**src/rtl/fetch_buffer.sv**
```systemverilog
// -----------------------------------------------------------------------------
// fetch_buffer
//
// Purpose:
//   Instruction fetch front end. It issues sequential read requests to an
//   instruction memory with a fixed one-cycle read latency. Returned words
//   are queued together with their PC in a small FIFO, and the FIFO head is
//   presented to decode with a valid/ready handshake. A redirect (pc_src)
//   flushes the queue, squashes any in-flight response and restarts fetch
//   at an aligned branch target.
//
// Parameters:
//   WORD       address / PC width in bits
//   INSTR_LEN  instruction width in bits
//   STEP       PC increment per instruction (power of two)
//   DEPTH      queue entries (power of two, >= 2)
//   RESET_PC   fetch PC after reset
//
// Ports:
//   clk            in   clock, rising edge
//   reset          in   asynchronous active-low reset
//   pc_src         in   redirect request (one-cycle pulse)
//   branch_target  in   redirect PC, sampled when pc_src=1
//   imem_req       out  instruction-memory read request
//   imem_addr      out  read address, valid with imem_req
//   imem_rdata     in   read data, valid one cycle after imem_req
//   instr_valid    out  queue head valid
//   instr_ready    in   decode accepts head
//   instruction    out  head instruction (0 while empty)
//   cur_pc         out  PC of head instruction (0 while empty)
//   incremented_pc out  cur_pc + STEP, wrapping (0 while empty)
//
// Optional build macro:
//   FETCH_PERF_EN  adds fetch_count (pushes) and squash_count (squashed
//                  in-flight responses plus flushed entries), both 32-bit
//                  saturating counters.
// -----------------------------------------------------------------------------
module fetch_buffer #(
    parameter int              WORD      = 64,
    parameter int              INSTR_LEN = 32,
    parameter int              STEP      = 4,
    parameter int              DEPTH     = 4,
    parameter logic [WORD-1:0] RESET_PC  = '0
) (
    input  logic                 clk,
    input  logic                 reset,
    input  logic                 pc_src,
    input  logic [WORD-1:0]      branch_target,
    output logic                 imem_req,
    output logic [WORD-1:0]      imem_addr,
    input  logic [INSTR_LEN-1:0] imem_rdata,
    output logic                 instr_valid,
    input  logic                 instr_ready,
    output logic [INSTR_LEN-1:0] instruction,
    output logic [WORD-1:0]      cur_pc,
    output logic [WORD-1:0]      incremented_pc
`ifdef FETCH_PERF_EN
    ,
    output logic [31:0]          fetch_count,
    output logic [31:0]          squash_count
`endif
);

    localparam int PW = $clog2(DEPTH);
    localparam int CW = PW + 1;
    // Low PC bits below the instruction step are always zero.
    localparam logic [WORD-1:0] ALIGN_MASK = WORD'(STEP - 1);

    // Architectural state
    logic [WORD-1:0] fetch_pc_reg;
    logic            inflight_reg;      // a request was issued last cycle
    logic [WORD-1:0] inflight_pc_reg;   // PC of that request
    logic [PW-1:0]   rd_ptr_reg;
    logic [PW-1:0]   wr_ptr_reg;
    logic [CW-1:0]   count_reg;

    // Queue storage (not reset: emptiness is tracked by count_reg)
    logic [INSTR_LEN-1:0] instr_mem [DEPTH];
    logic [WORD-1:0]      pc_mem    [DEPTH];

    // Control
    logic [CW:0]     occupancy;
    logic            issue;
    logic            push;
    logic            pop;
    logic            not_empty;
    logic [WORD-1:0] head_pc;

    always_comb begin
        // Queue entries plus the one response that may still be arriving;
        // keeping this below DEPTH is what guarantees a push is never dropped.
        occupancy = {1'b0, count_reg} + {{CW{1'b0}}, inflight_reg};
        // Gating with reset keeps imem_req low while reset is held.
        issue     = reset && !pc_src && (occupancy < (CW+1)'(DEPTH));
        not_empty = (count_reg != '0);
        // A redirect cycle hides the head so a flushed entry is never consumed.
        instr_valid = not_empty && !pc_src;
        pop         = instr_valid && instr_ready;
        push        = inflight_reg && !pc_src;

        imem_req  = issue;
        imem_addr = fetch_pc_reg;

        head_pc        = pc_mem[rd_ptr_reg];
        instruction    = '0;
        cur_pc         = '0;
        incremented_pc = '0;
        if (not_empty) begin
            instruction    = instr_mem[rd_ptr_reg];
            cur_pc         = head_pc;
            incremented_pc = head_pc + WORD'(STEP);
        end
    end

    // Control state, asynchronous active-low reset
    always_ff @(posedge clk or negedge reset) begin
        if (!reset) begin
            fetch_pc_reg    <= RESET_PC;
            inflight_reg    <= 1'b0;
            inflight_pc_reg <= '0;
            rd_ptr_reg      <= '0;
            wr_ptr_reg      <= '0;
            count_reg       <= '0;
        end else if (pc_src) begin
            // Flush dominates: queue cleared, pending response squashed.
            fetch_pc_reg <= branch_target & ~ALIGN_MASK;
            inflight_reg <= 1'b0;
            rd_ptr_reg   <= '0;
            wr_ptr_reg   <= '0;
            count_reg    <= '0;
        end else begin
            inflight_reg <= issue;
            if (issue) begin
                fetch_pc_reg    <= fetch_pc_reg + WORD'(STEP);
                inflight_pc_reg <= fetch_pc_reg;
            end
            if (push) begin
                wr_ptr_reg <= wr_ptr_reg + 1'b1;
            end
            if (pop) begin
                rd_ptr_reg <= rd_ptr_reg + 1'b1;
            end
            case ({push, pop})
                2'b10:   count_reg <= count_reg + 1'b1;
                2'b01:   count_reg <= count_reg - 1'b1;
                default: count_reg <= count_reg;
            endcase
        end
    end

    // Queue write port
    always_ff @(posedge clk) begin
        if (reset && push) begin
            instr_mem[wr_ptr_reg] <= imem_rdata;
            pc_mem[wr_ptr_reg]    <= inflight_pc_reg;
        end
    end

`ifdef FETCH_PERF_EN
    logic [CW:0] squash_inc;

    function automatic logic [31:0] sat_add(input logic [31:0] a, input logic [CW:0] b);
        logic [32:0] sum;
        sum = {1'b0, a} + 33'(b);
        return sum[32] ? 32'hFFFF_FFFF : sum[31:0];
    endfunction

    // On a redirect every queued entry and the arriving response are discarded.
    assign squash_inc = pc_src ? occupancy : '0;

    always_ff @(posedge clk or negedge reset) begin
        if (!reset) begin
            fetch_count  <= '0;
            squash_count <= '0;
        end else begin
            fetch_count  <= sat_add(fetch_count, {{CW{1'b0}}, push});
            squash_count <= sat_add(squash_count, squash_inc);
        end
    end
`endif

endmodule

```
**config.mk**
```make
export PLATFORM = sky130hd
export DESIGN_NAME = fetch_buffer
export DESIGN_NICKNAME = d
export VERILOG_FILES = /design/src/rtl/fetch_buffer.sv
export SDC_FILE = /design/constraint.sdc
export NUM_CORES = 1
export LEC_CHECK = 0
export CORE_ASPECT_RATIO = 0.5
export CORE_UTILIZATION = 40
export CTS_CLUSTER_DIAMETER = 60
export DETAILED_ROUTE_END_ITERATION = 8
export PLACE_DENSITY_LB_ADDON = 0.05
export SLEW_MARGIN = 20
export SYNTH_ARGS = -nofsm -noshare
export SYNTH_HDL_FRONTEND = slang
export SYNTH_SLANG_ARGS = --single-unit
export TNS_END_PERCENT = 20
```
**constraint.sdc**
```tcl
create_clock -name clk -period 3.5 [get_ports clk]
set_input_delay 0.35 -clock clk [delete_from_list [all_inputs] [get_ports clk]]
set_output_delay 0.35 -clock clk [all_outputs]
set_load 0.1 [all_outputs]
```
# ---- Yosys cells after proc, flatten, opt, wreduce, memory -nomap -nowiden
# Memories as Yosys holds them, arrays and structs flattened.
# Index checks and enable logic that the tools add are counted.
dict set report totals {
  ff_bits 136
  ram_bits 384
  in_bits 100
  out_inout_bits 226
  word_cells 46
  memories 2
}
dict set report classes {
  add_sub_neg 7
  n_lt_le_gt_ge 1
  n_eq_ne 2
  muxes 14
  bitwise 1
  n_reduce_logical 13
}
# memory depth width read_ports rd_clocked_by_memory_dff write_ports line_no
set mem_list {}
lappend mem_list {pc_mem 4 64 1 0 1 79} ;# logic [WORD-1:0] pc_mem [DEPTH];
lappend mem_list {instr_mem 4 32 1 0 1 78} ;# logic [INSTR_LEN-1:0] instr_mem [DEPTH];
# cell n
set op_table {}
lappend op_table {{64-bit two-way mux} 4}
lappend op_table {{64-bit by 3-bit adder with 64-bit output, second input constant} 2}
lappend op_table {{32-bit two-way mux} 1}
lappend op_table {{2-bit two-way mux} 4}
lappend op_table {{1-bit logical AND} 6}
lappend op_table {{3-bit one-hot mux with 2 select lines} 1}
lappend op_table {{2-bit nonzero test} 3}
lappend op_table {{3-bit nonzero test} 2}
lappend op_table {{2-bit by 1-bit adder with 2-bit output, second input constant} 2}
lappend op_table {{3-bit by 1-bit adder with 4-bit output} 1}
lappend op_table {{4-bit by 3-bit < comparator with 1-bit output, second input constant} 1}
lappend op_table {{3-bit by 1-bit adder with 3-bit output, second input constant} 1}
lappend op_table {{1-bit two-way mux} 3}
lappend op_table {{3-bit two-way mux} 1}
lappend op_table {{3-bit by 1-bit subtractor with 3-bit output, second input constant} 1}
lappend op_table {{2-bit by 1-bit equality test with 1-bit output, second input constant} 1}
lappend op_table {{2-bit equality test, second input constant} 1}
lappend op_table {{2-bit AND reduction} 1}
lappend op_table {{1-bit zero test} 1}
lappend op_table {{1-bit NOT} 1}

# ---- Depth between registers and ports, before layout
dict set report logic_depth {
  word_depth 6
  mapped_depth 10
  ltp_nobuf 8
}

# ---- Least setup slack after synthesis
# Ideal clock, no wire load.
dict set report synth_path {
  path_kind {register to output}
  start {reg rd_ptr_reg[0]}
  end {out incremented_pc[56]}
  arrival_ps 3896
  t_required_ps 3150
  setup_slack_ps -746
  stages_incl_launch_ff 10
  path_buffers 2
  cell_sequence {dfrtp_1 -> buf_6 -> buf_12 -> mux4_2 -> ha_1 -> nand3_1 -> nor3_2 -> nand4_2 -> or4_1 -> a21oi_1}
}
dict set report synth_via {
  elab_chain_cells 3
}
# item line_no
set synth_lines {}
lappend synth_lines {{start: declaration} 73} ;# logic [PW-1:0] rd_ptr_reg;
lappend synth_lines {{start signal: assignment} 141} ;# rd_ptr_reg <= rd_ptr_reg + 1'b1;
lappend synth_lines {{memory read 4 x 64 bit} n/a}
lappend synth_lines {{64-bit by 3-bit adder with 64-bit output} 111} ;# incremented_pc = head_pc + WORD'(STEP);
lappend synth_lines {{64-bit two-way mux} 108} ;# if (not_empty) begin
lappend synth_lines {{end: declaration} 56} ;# output logic [WORD-1:0] incremented_pc
# Every way passes these cells.

# ---- Worst setup path after layout
dict set report layout_path {
  start {reg rd_ptr_reg[0]}
  end {out incremented_pc[35]}
}
# Same word-level chain as after synthesis.

==> impl_metrics.json <==
{
  "largest_register_ffs": 248,
  "io_buffers": 317,
  "reg2reg_to": "imem_addr[61]$_DFFE_PN0P_",
  "start_util_pct": 41.0,
  "pin_count": 326,
  "numCtsBuffers": 47,
  "status": "finished with violations",
  "worst_setup_path_end_kind": "primary output",
  "die_area_mm2": 0.0567,
  "multi_input_area_mm2": 0.00761,
  "ys_warn_count": 0,
  "cp-start-kind": "flop",
  "hold_viol_final": 0,
  "top_register": "pc_mem",
  "final_area_mm2": 0.0295,
  "finalWirelength_um": 61000,
  "syn_avg_cell_area_um2": 15.1,
  "crit_end": "incremented_pc[35]",
  "grt_overflow": 0,
  "core_mm2": 0.0544,
  "synth-edff-count": 376,
  "period_share_pct": 112,
  "skew_ns": 0.0165,
  "report.final.slew_viol_count": 0,
  "setup_viol_count_final": 41,
  "grt_pass1_vias": 14900,
  "top_regs": "pc_mem x248, instr_mem x128",
  "path_class": "reg -> out",
  "ant_nets": 0,
  "hp-class": "in -> reg",
  "worst_slack_ns": -0.422,
  "nets": 2012,
  "seqCellArea_mm2": 0.0146,
  "place_area_mm2": 0.0275,
  "period_needed_ns": 3.92,
  "critical_path_required_ns": 3.15,
  "r2r_cells": 6,
  "clockBufferDepth": 3,
  "fin_hold_ws_ns": 0.0352,
  "worstMarginPinSlew_ns": 1.00,
  "finalSetupTns_ns": -9.31,
  "fillers": 4525,
  "syn-cell-area_mm2": 0.0223,
  "first_iter_violations": 917,
  "worst_skew_pair.late_latency_ns": 0.57,
  "dr.pass1.iters": 5,
  "relSlewSlack_pct": 33.1,
  "crit_arrival_ns": 3.57,
  "drc": 0,
  "clock_sinks": 508,
  "via_per_inst": 5.28,
  "grt_pass1_wl_um": 90800,
  "antenna_found_initial": 1,
  "r2r_slack_ns": 0.58,
  "gr-usage-all-layers_pct": 21.4,
  "die_w_um": 336,
  "area_growth_pct": 32.3,
  "clk_pin_slew_ns": 0.06,
  "crit_path_frequent_cell": "buf_12",
  "hpwl_um": 42100,
  "synthesis.instances": 1478,
  "rows": 60,
  "die_y_um": 169,
  "ys_seq_elements": 508,
  "cts_tree": "done",
  "seq_area_frac_synth_pct": 65.5,
  "reg2reg_from": "imem_addr[19]$_DFFE_PN0P_",
  "slowest_delay_ns": 0.53,
  "h-tree-depth": 2,
  "synth-main-ff-cell": "edfxtp_1",
  "async_flop_share_pct": 26.0,
  "violations": "setup timing",
  "routabilityCongestion": 0.833,
  "wire_per_inst_um": 22.7,
  "fmax_mhz": 255,
  "synth_cell_types": 53,
  "root_buffer": "clkbuf_16",
  "cp_cell_sequence": "buf_12, mux4_2, nand4_4, nor4_4, buf_4, clkbuf_16, nand4_1, or3_1, a21oi_2, buf_12",
  "drive_above_1_share_pct": 32.4,
  "rsz0062_at_grt": "yes",
  "cp_max_fo": 20,
  "grt_max_degree": 80,
  "cpMaxStageDelayCell": "dfrtp_4",
  "drv_cap": 0,
  "critPathLaunch": "rd_ptr_reg[0]$_DFFE_PN0P_",
  "num_vias": 14200,
  "fin_util_pct": 54.2
}
==> layer usage <==
layer | up-vias | GRT usage, % | wire, µm
met5 | - | 0 | 0
met4 | 0 | 5.08 | 1150
met3 | 75 | 3.71 | 2330
met2 | 284 | 37.4 | 31500
met1 | 7374 | 27.7 | 26100
li1 | 6461 | - | -
==> repair_timing <==
action,CTS,global route
hold buffers,1,0
setup endpoints to repair,50,52
hold endpoints to repair,53,0
cloned,0,2
pin swaps,13,16
resized for setup,16,29
setup buffers,13,16
==> stage by stage <==
step / setup slack (ns) / instances
3_5_place_dp: 0.0622 / 2568
6_report: -0.422 / 2688
2_1_floorplan: -0.148 / 1483
5_1_grt: -0.527 / 2687
4_1_cts: -0.419 / 2668
3_3_place_gp: 0.0590 / 2568
==> area by class of cell <==
type                            instances  area share (%)
Clock inverter                         31           0.938
Antenna cell                            2          0.0170
Multi-Input combinational cell        884            25.8
Tap cell                              744            3.16
Clock buffer                           55            4.09
Inverter                               15           0.191
Sequential cell                       508            49.5
Timing Repair Buffer                  449            16.3
==> worst max-delay path, delay by kind of cell (launching register included) <==
family,cells,cell delay [ns]
flops,1,0.53
simple gates,4,1.06
mux,1,0.42
buf+inv,4,0.74
compound gates,1,0.23
==> cells in the final DEF (no fill, tap or decap), types with 5 or more instances in the layout <==
cell type        count
nor4_4               5
clkinv_2            12
and3_1              19
nor3b_1              5
nand3_2              6
a21oi_4              7
nor4_1              15
or4_4                5
buf_12              74
clkbuf_16           49
nor3_1              15
ha_1                 5
nand3_1             34
inv_1               14
clkdlybuf4s50_1    156
xnor2_1             44
mux4_2              94
nand2_1            105
o31ai_1              6
mux2_2              64
or3_1               16
buf_4              206
clkinv_1             6
dfrtp_1            130
buf_6                7
clkbuf_1             8
o21ai_0             69
edfxtp_1           376
and2_1              93
nand4_2              7
xor2_1              50
and4_1              11
conb_1               6
nand4_1             45
nor2_2              30
nor2_1              60
a21oi_2             12
or2_2                6
==> cells by family (layout without fill, tap and decap cells) <==
| kind of cell | after synthesis | in the layout | synth area share [%] |
|---|---|---|---|
| buf+inv | 91 | 550 | 2.13 |
| other cells | 1 | 8 | 0.0168 |
| fa+ha+maj | 7 | 7 | 0.427 |
| mux | 163 | 163 | 13.0 |
| simple gates | 507 | 507 | 12.7 |
| compound gates | 106 | 106 | 2.57 |
| flops | 508 | 508 | 65.5 |
| xor+xnor | 95 | 95 | 3.73 |
==> how the worst min path moves through the flow <==
stage | depth (start not counted) | slack (ns) | end | from
detailed placement | 0 | 0.51 | pc_mem[3][13]$_DFFE_PP_ | inflight_pc_reg[13]$_DFFE_PN0P_
global route | 2 | 0.02 | inflight_reg$_DFF_PN0_ | pc_src
CTS | 2 | 0.02 | inflight_reg$_DFF_PN0_ | pc_src
global placement | 0 | 0.49 | pc_mem[2][13]$_DFFE_PP_ | inflight_pc_reg[13]$_DFFE_PN0P_
finish | 2 | 0.04 | inflight_reg$_DFF_PN0_ | pc_src
floorplan | 0 | 0.05 | count_reg[0]$_DFFE_PN0P_ | reset
==> synthesized netlist by cell type (3+ instances only) <==
| master | count | area [µm²] |
|---|---|---|
| nand3_1 | 39 | 195 |
| and3_1 | 20 | 125 |
| xnor2_1 | 44 | 385 |
| ha_1 | 6 | 75.1 |
| and4_1 | 11 | 96.3 |
| nand2_1 | 105 | 394 |
| nand4_1 | 45 | 282 |
| and2_1 | 97 | 607 |
| or4_1 | 6 | 45.0 |
| edfxtp_1 | 376 | 11300 |
| buf_1 | 4 | 15.0 |
| dfrtp_1 | 132 | 3300 |
| a31oi_1 | 3 | 18.8 |
| nor3_1 | 19 | 95.1 |
| nor4_1 | 17 | 106 |
| buf_4 | 6 | 45.0 |
| buf_6 | 5 | 56.3 |
| a21oi_1 | 21 | 105 |
| nor3b_1 | 5 | 37.5 |
| or2_2 | 6 | 37.5 |
| mux2_2 | 63 | 709 |
| o31ai_1 | 6 | 45.0 |
| xor2_1 | 51 | 447 |
| o21ai_0 | 70 | 350 |
| mux2_1 | 3 | 33.8 |
| buf_2 | 11 | 55.1 |
| nor2_1 | 91 | 342 |
| or3_1 | 20 | 125 |
| mux2i_1 | 3 | 30.0 |
| buf_12 | 3 | 60.1 |
| nand4_2 | 7 | 87.6 |
| nand4_4 | 3 | 63.8 |
| mux4_2 | 94 | 2120 |
| clkbuf_1 | 46 | 173 |
| inv_1 | 14 | 52.6 |
| nor4_4 | 3 | 63.8 |
| nand3_2 | 3 | 30.0 |
Power is not shown: default switching activity piles up to over one toggle a cycle in this logic, so the estimate is an artifact.
